## src/rtl/button_debouncer_pkg.sv

```systemverilog
// rtl/button_debouncer_pkg.sv - shared FSM state encoding and default timing for button_debouncer
// Used by button_debouncer and button_debouncer_channel (optional feature macro: DEBOUNCE_AUTOREPEAT_EN).
package button_debouncer_pkg;

  typedef enum logic [1:0] {
    S_RELEASED     = 2'b00,
    S_PRESS_PEND   = 2'b01,
    S_PRESSED      = 2'b11,
    S_RELEASE_PEND = 2'b10
  } btn_state_t;

  // Defaults assume a 12 MHz clock: 10 ms debounce, 500 ms repeat delay, 100 ms repeat period
  localparam int DEF_NUM_BTNS      = 2;
  localparam int DEF_SYNC_STAGES   = 2;
  localparam int DEF_STABLE_CYCLES = 120000;
  localparam int DEF_REPEAT_DELAY  = 6000000;
  localparam int DEF_REPEAT_PERIOD = 1200000;

endpackage

```

## src/rtl/button_debouncer_channel.sv

```systemverilog
// rtl/button_debouncer_channel.sv - one-bit synchroniser, debounce FSM and counters
// Auto-repeat hold counter is built only when DEBOUNCE_AUTOREPEAT_EN is defined.
module button_debouncer_channel
  import button_debouncer_pkg::*;
#(
  parameter int SYNC_STAGES   = DEF_SYNC_STAGES,
  parameter int STABLE_CYCLES = DEF_STABLE_CYCLES
`ifdef DEBOUNCE_AUTOREPEAT_EN
  ,
  parameter int REPEAT_DELAY  = DEF_REPEAT_DELAY,
  parameter int REPEAT_PERIOD = DEF_REPEAT_PERIOD
`endif
) (
  input  logic clk,
  input  logic rst_n,
  input  logic raw,
  output logic level,
  output logic press_stb,
  output logic release_stb
);

  localparam int CW = $clog2(STABLE_CYCLES);
  localparam logic [CW-1:0] CNT_LAST = CW'(STABLE_CYCLES - 1);
  localparam logic [CW-1:0] CNT_MAX  = '1;

  logic [SYNC_STAGES-1:0] sync_q;
  logic                   s;
  btn_state_t             state_q, state_d;
  logic [CW-1:0]          cnt_q, cnt_d;
  logic                   level_d, press_d, release_d;

`ifdef DEBOUNCE_AUTOREPEAT_EN
  localparam int HMAX = (REPEAT_DELAY > REPEAT_PERIOD) ? REPEAT_DELAY : REPEAT_PERIOD;
  localparam int HW   = $clog2(HMAX + 1);
  localparam logic [HW-1:0] HOLD_DLY_LAST = HW'(REPEAT_DELAY - 1);
  localparam logic [HW-1:0] HOLD_PER_LAST = HW'(REPEAT_PERIOD - 1);

  logic [HW-1:0] hold_q, hold_d, hold_last;
  logic          rep_q, rep_d;

  // rep_q selects the repeat period once the initial delay has fired
  assign hold_last = rep_q ? HOLD_PER_LAST : HOLD_DLY_LAST;
`endif

  assign s = sync_q[SYNC_STAGES-1];

  always_ff @(posedge clk or negedge rst_n) begin
    if (!rst_n) begin
      sync_q      <= '1;
      state_q     <= S_RELEASED;
      cnt_q       <= '0;
      level       <= 1'b1;
      press_stb   <= 1'b0;
      release_stb <= 1'b0;
    end else begin
      sync_q      <= {sync_q[SYNC_STAGES-2:0], raw};
      state_q     <= state_d;
      cnt_q       <= cnt_d;
      level       <= level_d;
      press_stb   <= press_d;
      release_stb <= release_d;
    end
  end

`ifdef DEBOUNCE_AUTOREPEAT_EN
  always_ff @(posedge clk or negedge rst_n) begin
    if (!rst_n) begin
      hold_q <= '0;
      rep_q  <= 1'b0;
    end else begin
      hold_q <= hold_d;
      rep_q  <= rep_d;
    end
  end
`endif

  always_comb begin
    state_d   = state_q;
    cnt_d     = cnt_q;
    level_d   = level;
    press_d   = 1'b0;
    release_d = 1'b0;
`ifdef DEBOUNCE_AUTOREPEAT_EN
    hold_d    = hold_q;
    rep_d     = rep_q;
`endif
    case (state_q)
      S_RELEASED: begin
        if (!s) begin
          state_d = S_PRESS_PEND;
          cnt_d   = '0;
        end
      end
      S_PRESS_PEND: begin
        if (s) begin
          state_d = S_RELEASED;
          cnt_d   = '0;
        end else if (cnt_q == CNT_LAST) begin
          state_d = S_PRESSED;
          cnt_d   = '0;
          level_d = 1'b0;
          press_d = 1'b1;
`ifdef DEBOUNCE_AUTOREPEAT_EN
          hold_d  = '0;
          rep_d   = 1'b0;
`endif
        end else if (cnt_q != CNT_MAX) begin
          cnt_d = cnt_q + 1'b1;
        end
      end
      S_PRESSED: begin
        if (s) begin
          state_d = S_RELEASE_PEND;
          cnt_d   = '0;
        end
`ifdef DEBOUNCE_AUTOREPEAT_EN
        else if (hold_q == hold_last) begin
          press_d = 1'b1;
          hold_d  = '0;
          rep_d   = 1'b1;
        end else begin
          hold_d = hold_q + 1'b1;
        end
`endif
      end
      S_RELEASE_PEND: begin
        // Hold counter is left untouched here so a bounce back to pressed resumes the repeat timing
        if (!s) begin
          state_d = S_PRESSED;
          cnt_d   = '0;
        end else if (cnt_q == CNT_LAST) begin
          state_d   = S_RELEASED;
          cnt_d     = '0;
          level_d   = 1'b1;
          release_d = 1'b1;
`ifdef DEBOUNCE_AUTOREPEAT_EN
          hold_d    = '0;
          rep_d     = 1'b0;
`endif
        end else if (cnt_q != CNT_MAX) begin
          cnt_d = cnt_q + 1'b1;
        end
      end
      default: begin
        state_d = S_RELEASED;
        cnt_d   = '0;
      end
    endcase
  end

endmodule

```

## src/rtl/button_debouncer.sv

```systemverilog
// rtl/button_debouncer.sv - debounces NUM_BTNS active-low pushbuttons into levels and press/release strobes
// Optional auto-repeat of btn_press while held: define DEBOUNCE_AUTOREPEAT_EN.
module button_debouncer
  import button_debouncer_pkg::*;
#(
  parameter int NUM_BTNS      = DEF_NUM_BTNS,
  parameter int SYNC_STAGES   = DEF_SYNC_STAGES,
  parameter int STABLE_CYCLES = DEF_STABLE_CYCLES,
  parameter int REPEAT_DELAY  = DEF_REPEAT_DELAY,
  parameter int REPEAT_PERIOD = DEF_REPEAT_PERIOD
) (
  input  logic                clk,
  input  logic                rst_btn,
  input  logic [NUM_BTNS-1:0] pmod,
  output logic [NUM_BTNS-1:0] btn_level,
  output logic [NUM_BTNS-1:0] btn_press,
  output logic [NUM_BTNS-1:0] btn_release
);

  generate
    if (NUM_BTNS < 1 || SYNC_STAGES < 2 || STABLE_CYCLES < 2 ||
        REPEAT_DELAY < 1 || REPEAT_PERIOD < 1) begin : g_bad_params
      $error("button_debouncer: parameter out of range");
    end

    for (genvar i = 0; i < NUM_BTNS; i++) begin : g_ch
      button_debouncer_channel #(
        .SYNC_STAGES   (SYNC_STAGES),
        .STABLE_CYCLES (STABLE_CYCLES)
`ifdef DEBOUNCE_AUTOREPEAT_EN
        ,
        .REPEAT_DELAY  (REPEAT_DELAY),
        .REPEAT_PERIOD (REPEAT_PERIOD)
`endif
      ) u_ch (
        .clk         (clk),
        .rst_n       (rst_btn),
        .raw         (pmod[i]),
        .level       (btn_level[i]),
        .press_stb   (btn_press[i]),
        .release_stb (btn_release[i])
      );
    end
  endgenerate

endmodule

```

## config.mk

```make
export PLATFORM = sky130hd
export DESIGN_NAME = button_debouncer
export DESIGN_NICKNAME = d
export VERILOG_FILES = /design/src/rtl/button_debouncer_pkg.sv /design/src/rtl/button_debouncer_channel.sv /design/src/rtl/button_debouncer.sv
export SDC_FILE = /design/constraint.sdc
export NUM_CORES = 1
export LEC_CHECK = 0
export BUFFER_PORTS_ARGS = -buffer_cell sky130_fd_sc_hd__buf_2
export CORE_MARGIN = 4
export CORE_UTILIZATION = 62
export CTS_CLUSTER_SIZE = 10
export DETAILED_ROUTE_END_ITERATION = 10
export PLACE_DENSITY_LB_ADDON = 0.08
export RECOVER_POWER = 25
export SYNTH_ARGS = -nofsm -noshare
export SYNTH_HDL_FRONTEND = slang
export SYNTH_SLANG_ARGS = --single-unit
```

## constraint.sdc

```tcl
create_clock -name clk -period 2.7 [get_ports clk]
set_clock_uncertainty 0.15 [all_clocks]
set_input_delay 0 -clock clk [delete_from_list [all_inputs] [get_ports clk]]
set_output_delay 0 -clock clk [all_outputs]
set_load 0.005 [all_outputs]
```

==> run_results.csv <==
group,metric,value,unit
yosys,synth_fa_ha_area_frac,0.0417,
worst_setup_path,cp.required,2730,ps
yosys,muxShareOfSynthArea,0.0384,
detailed_routing,drtIter0Drc,220,
detailed_routing,vias,2590,
layout,diodes,0,
worst_setup_path,worstReg2RegEnd,"g_ch[0].u_ch.cnt_q[11]",
yosys,synthXorXnorAreaFrac,0.00584,
placed_design,portBuffers,9,
floorplanning,ios,10,
clock_network,cts_resized,0,
worst_setup_path,crit_chain,"inv_1 -> ha_1 -> mux2_2 -> nor3_1 -> nor3b_1 -> xnor2_1 -> nor2_1",
hold_path,min_from,"pmod[0]",
floorplanning,rows,25,
timing,hold_viol,0,
worst_setup_path,worstSetupStartpointType,"register",
layout,nets,351,
timing,period_share,0.869,
placed_design,dp_hpwl,4540,µm
timing,fin_tns_setup,0,ps
yosys,synth_flop_cell,"dfrtp_1",
yosys,synth_top_area_frac,0.350,
clock_network,cts_setup_buffers,0,
worst_setup_path,r2r_slack,350,ps
floorplanning,core,0.00469,mm²
power_and_ir_drop,leakage,1.36,nW
grt,grt_pass1_vias,2374,
yosys,async_reset_ff_frac,1.00,
timing,relSlewSlack,0.243,
clock_network,postCtsHoldBufs,3,
grt,grt_pass1_wl,11200,µm
yosys,synth_edf_count,0,
timing,fmax,426,MHz
yosys,synth_cell_type_count,64,
detailed_routing,routedWlPerCell,16.2,µm
grt,gr-total-overflow,0,
yosys,syn_nets,341,
yosys,synth_compound_area_frac,0.215,
detailed_routing,via_per_inst,6.61,
layout,drive_above_1_share,0.109,
hold_path,hold_end,"g_ch[0].u_ch.sync_q[0]",
timing,min_period,2350,ps
yosys,synth_largest_area_cell,"dfrtp_1",
clock_network,path_clk_slew,90,ps
placed_design,routabilityCongestion,0.869,
yosys,synth_seq_cells,48,
worst_setup_path,cp-end-kind,"register",
clock_network,cts-buffers-inserted,5,
yosys,syn_area,0.00300,mm²
worst_setup_path,r2r_cells,7,
yosys,synth.most_common_cell,"dfrtp_1",
layout,area_growth,5.55,%
detailed_routing,drcViolationCount,0,
power_and_ir_drop,ir_drop,0.352,mV
status,status,"completed",
timing,rsz0062_at_grt,"false",
hold_path,hold_depth,2,
worst_setup_path,path_buf_inv,1,
worst_setup_path,crit_slowest_cell,"dfrtp_1",
detailed_routing,drt-pass1-iter-count,4,
clock_network,cts.path.max_buffers,2,
placed_design,dp_cells,381,
layout,instances_no_fill,392,
worst_setup_path,critPathKind,"reg -> reg",
worst_setup_path,worstReg2RegStart,"g_ch[0].u_ch.state_q[0]",
worst_setup_path,path_max_fanout,12,
yosys,syn_inst,327,
yosys,synth-simple-area-share,0.253,
clock_network,clock_sinks,48,
yosys,ys_seq_area_frac,0.403,
worst_setup_path,worst_path_largest_cell_delay,420,ps
worst_setup_path,arrival,2380,ps
timing,tightest_slew,1140,ps
clock_network,clockRootBuffer,"clkbuf_8",
floorplanning,dieHeight,77.6,µm
yosys,synth_top_cells_by_count,"dfrtp_1 (42), nor2_1 (29), nand2_1 (24)",
grt,antenna_found_initial,0,
grt,grt_max_degree,49,
yosys,yosysWarnings,0,
hold_path,holdCritPathClass,"in -> reg",
detailed_routing,detail-route-antenna-nets,0,
floorplanning,initial_core_util,0.639,
clock_network,clock_latency,300,ps
floorplanning,die_x,77.6,µm
timing,finalSetupViolCount,0,
clock_network,cts_tree,"built",
worst_setup_path,worst_path_dominant_cell_family,"simple AND/OR/NAND/NOR gates",
power_and_ir_drop,power_density,678,mW/mm²
yosys,avgSynthCellArea,9.17,µm²
yosys,synth_area_leaders,"dfrtp_1 (35%), dfstp_2 (5.3%), ha_1 (4.2%)",
clock_network,htree_levels,2,
grt,grt_use_total,0.229,
yosys,synth_top_family_by_area,"simple AND/OR/NAND/NOR gates",
floorplanning,dieArea,0.00601,mm²
run,drv_cap,0,
detailed_routing,totalWireLength,6340,µm
timing,timing.final.max_slew_violations,0,
## flip-flops by register name, summed over array words and instances, names as in the netlist
signal and cells:
g_ch.u_ch.cnt_q 34, g_ch.u_ch.level 2, g_ch.u_ch.press_stb 2, g_ch.u_ch.release_stb 2
g_ch.u_ch.state_q 4, g_ch.u_ch.sync_q 4
## worst register-to-register path, stage by stage (launching register included)
cell and delay [ps]:
dfrtp_1 420, inv_1 100, ha_1 280, mux2_2 400, nor3_1 390, nor3b_1 290
xnor2_1 150, nor2_1 50
## metrics by stage
stage | setup slack [ps] | cell area (µm²) | hold WS [ps] | utilization | power [W]
finish | 355 | 3170 | 182 | 0.675 | 0.00214
global route | 180 | 3170 | 202 | 0.675 | 0.00231
CTS | 370 | 3170 | 186 | 0.675 | 0.00216
detailed placement | 371 | 3060 | -39.3 | 0.651 | 0.00174
global placement | 472 | 3060 | -43.9 | 0.651 | 0.00171
floorplan | 584 | 3000 | -446 | - | 0.00149
## cells by family (layout without fill, tap and decap cells)
logic type / count (synthesis) / count (layout)
xor+xnor: 2 / 2
mux: 11 / 11
compound gates: 90 / 90
fa+ha+maj: 10 / 10
simple gates: 142 / 142
flops: 48 / 48
buf+inv: 24 / 35
## worst max-delay path by stage
stage,from,to,cells after the start
global placement,g_ch[1].u_ch.state_q[0],g_ch[1].u_ch.cnt_q[4],7
detailed placement,g_ch[0].u_ch.state_q[0],g_ch[0].u_ch.cnt_q[11],7
finish,g_ch[0].u_ch.state_q[0],g_ch[0].u_ch.cnt_q[11],7
global route,g_ch[0].u_ch.state_q[0],g_ch[0].u_ch.cnt_q[11],7
floorplan,g_ch[0].u_ch.state_q[0],g_ch[0].u_ch.cnt_q[7],7
CTS,g_ch[0].u_ch.state_q[0],g_ch[0].u_ch.cnt_q[11],7
## cells in the final DEF (no fill, tap or decap), types with 6 or more instances in the layout
cell type / netlist / routed
a21oi_1: 11 / 11
a22o_1: 8 / 8
a31oi_1: 7 / 7
and3_1: 8 / 8
buf_2: 1 / 7
dfrtp_1: 42 / 42
ha_1: 10 / 10
inv_1: 11 / 11
mux2i_1: 7 / 7
nand2_1: 24 / 24
nand3_1: 20 / 20
nand4_1: 12 / 12
nor2_1: 29 / 29
nor3_1: 17 / 17
o211ai_1: 6 / 6
o21ai_0: 19 / 19
## cell type report
class,count,area [µm²]
Fill cell,385,1530
Clock buffer,7,76.3
Multi-Input combinational cell,255,1660
Timing Repair Buffer,16,104
Inverter,11,41.3
Clock inverter,1,5.00
Tap cell,54,67.6
Sequential cell,48,1210
## power by group
group / total [W] / switching [W] / leakage [nW] / internal, W
registers: 0.000820 / 0.0000533 / 0.640 / 0.000767
logic: 0.000915 / 0.000565 / 0.679 / 0.000350
clock network: 0.000409 / 0.000227 / 0.0422 / 0.000182
## metal layers
layer / part of all wire / wire length [µm] / vias to the layer above / track usage
li1: - / - / 1260 / -
met1: 0.50 / 3170 / 1246 / 0.340
met2: 0.43 / 2760 / 76 / 0.342
met3: 0.054 / 343 / 8 / 0.0406
met4: 0.011 / 71 / 0 / 0.0641
met5: 0 / 0 / - / 0
Note: power is estimated with default switching activity, not from simulation.
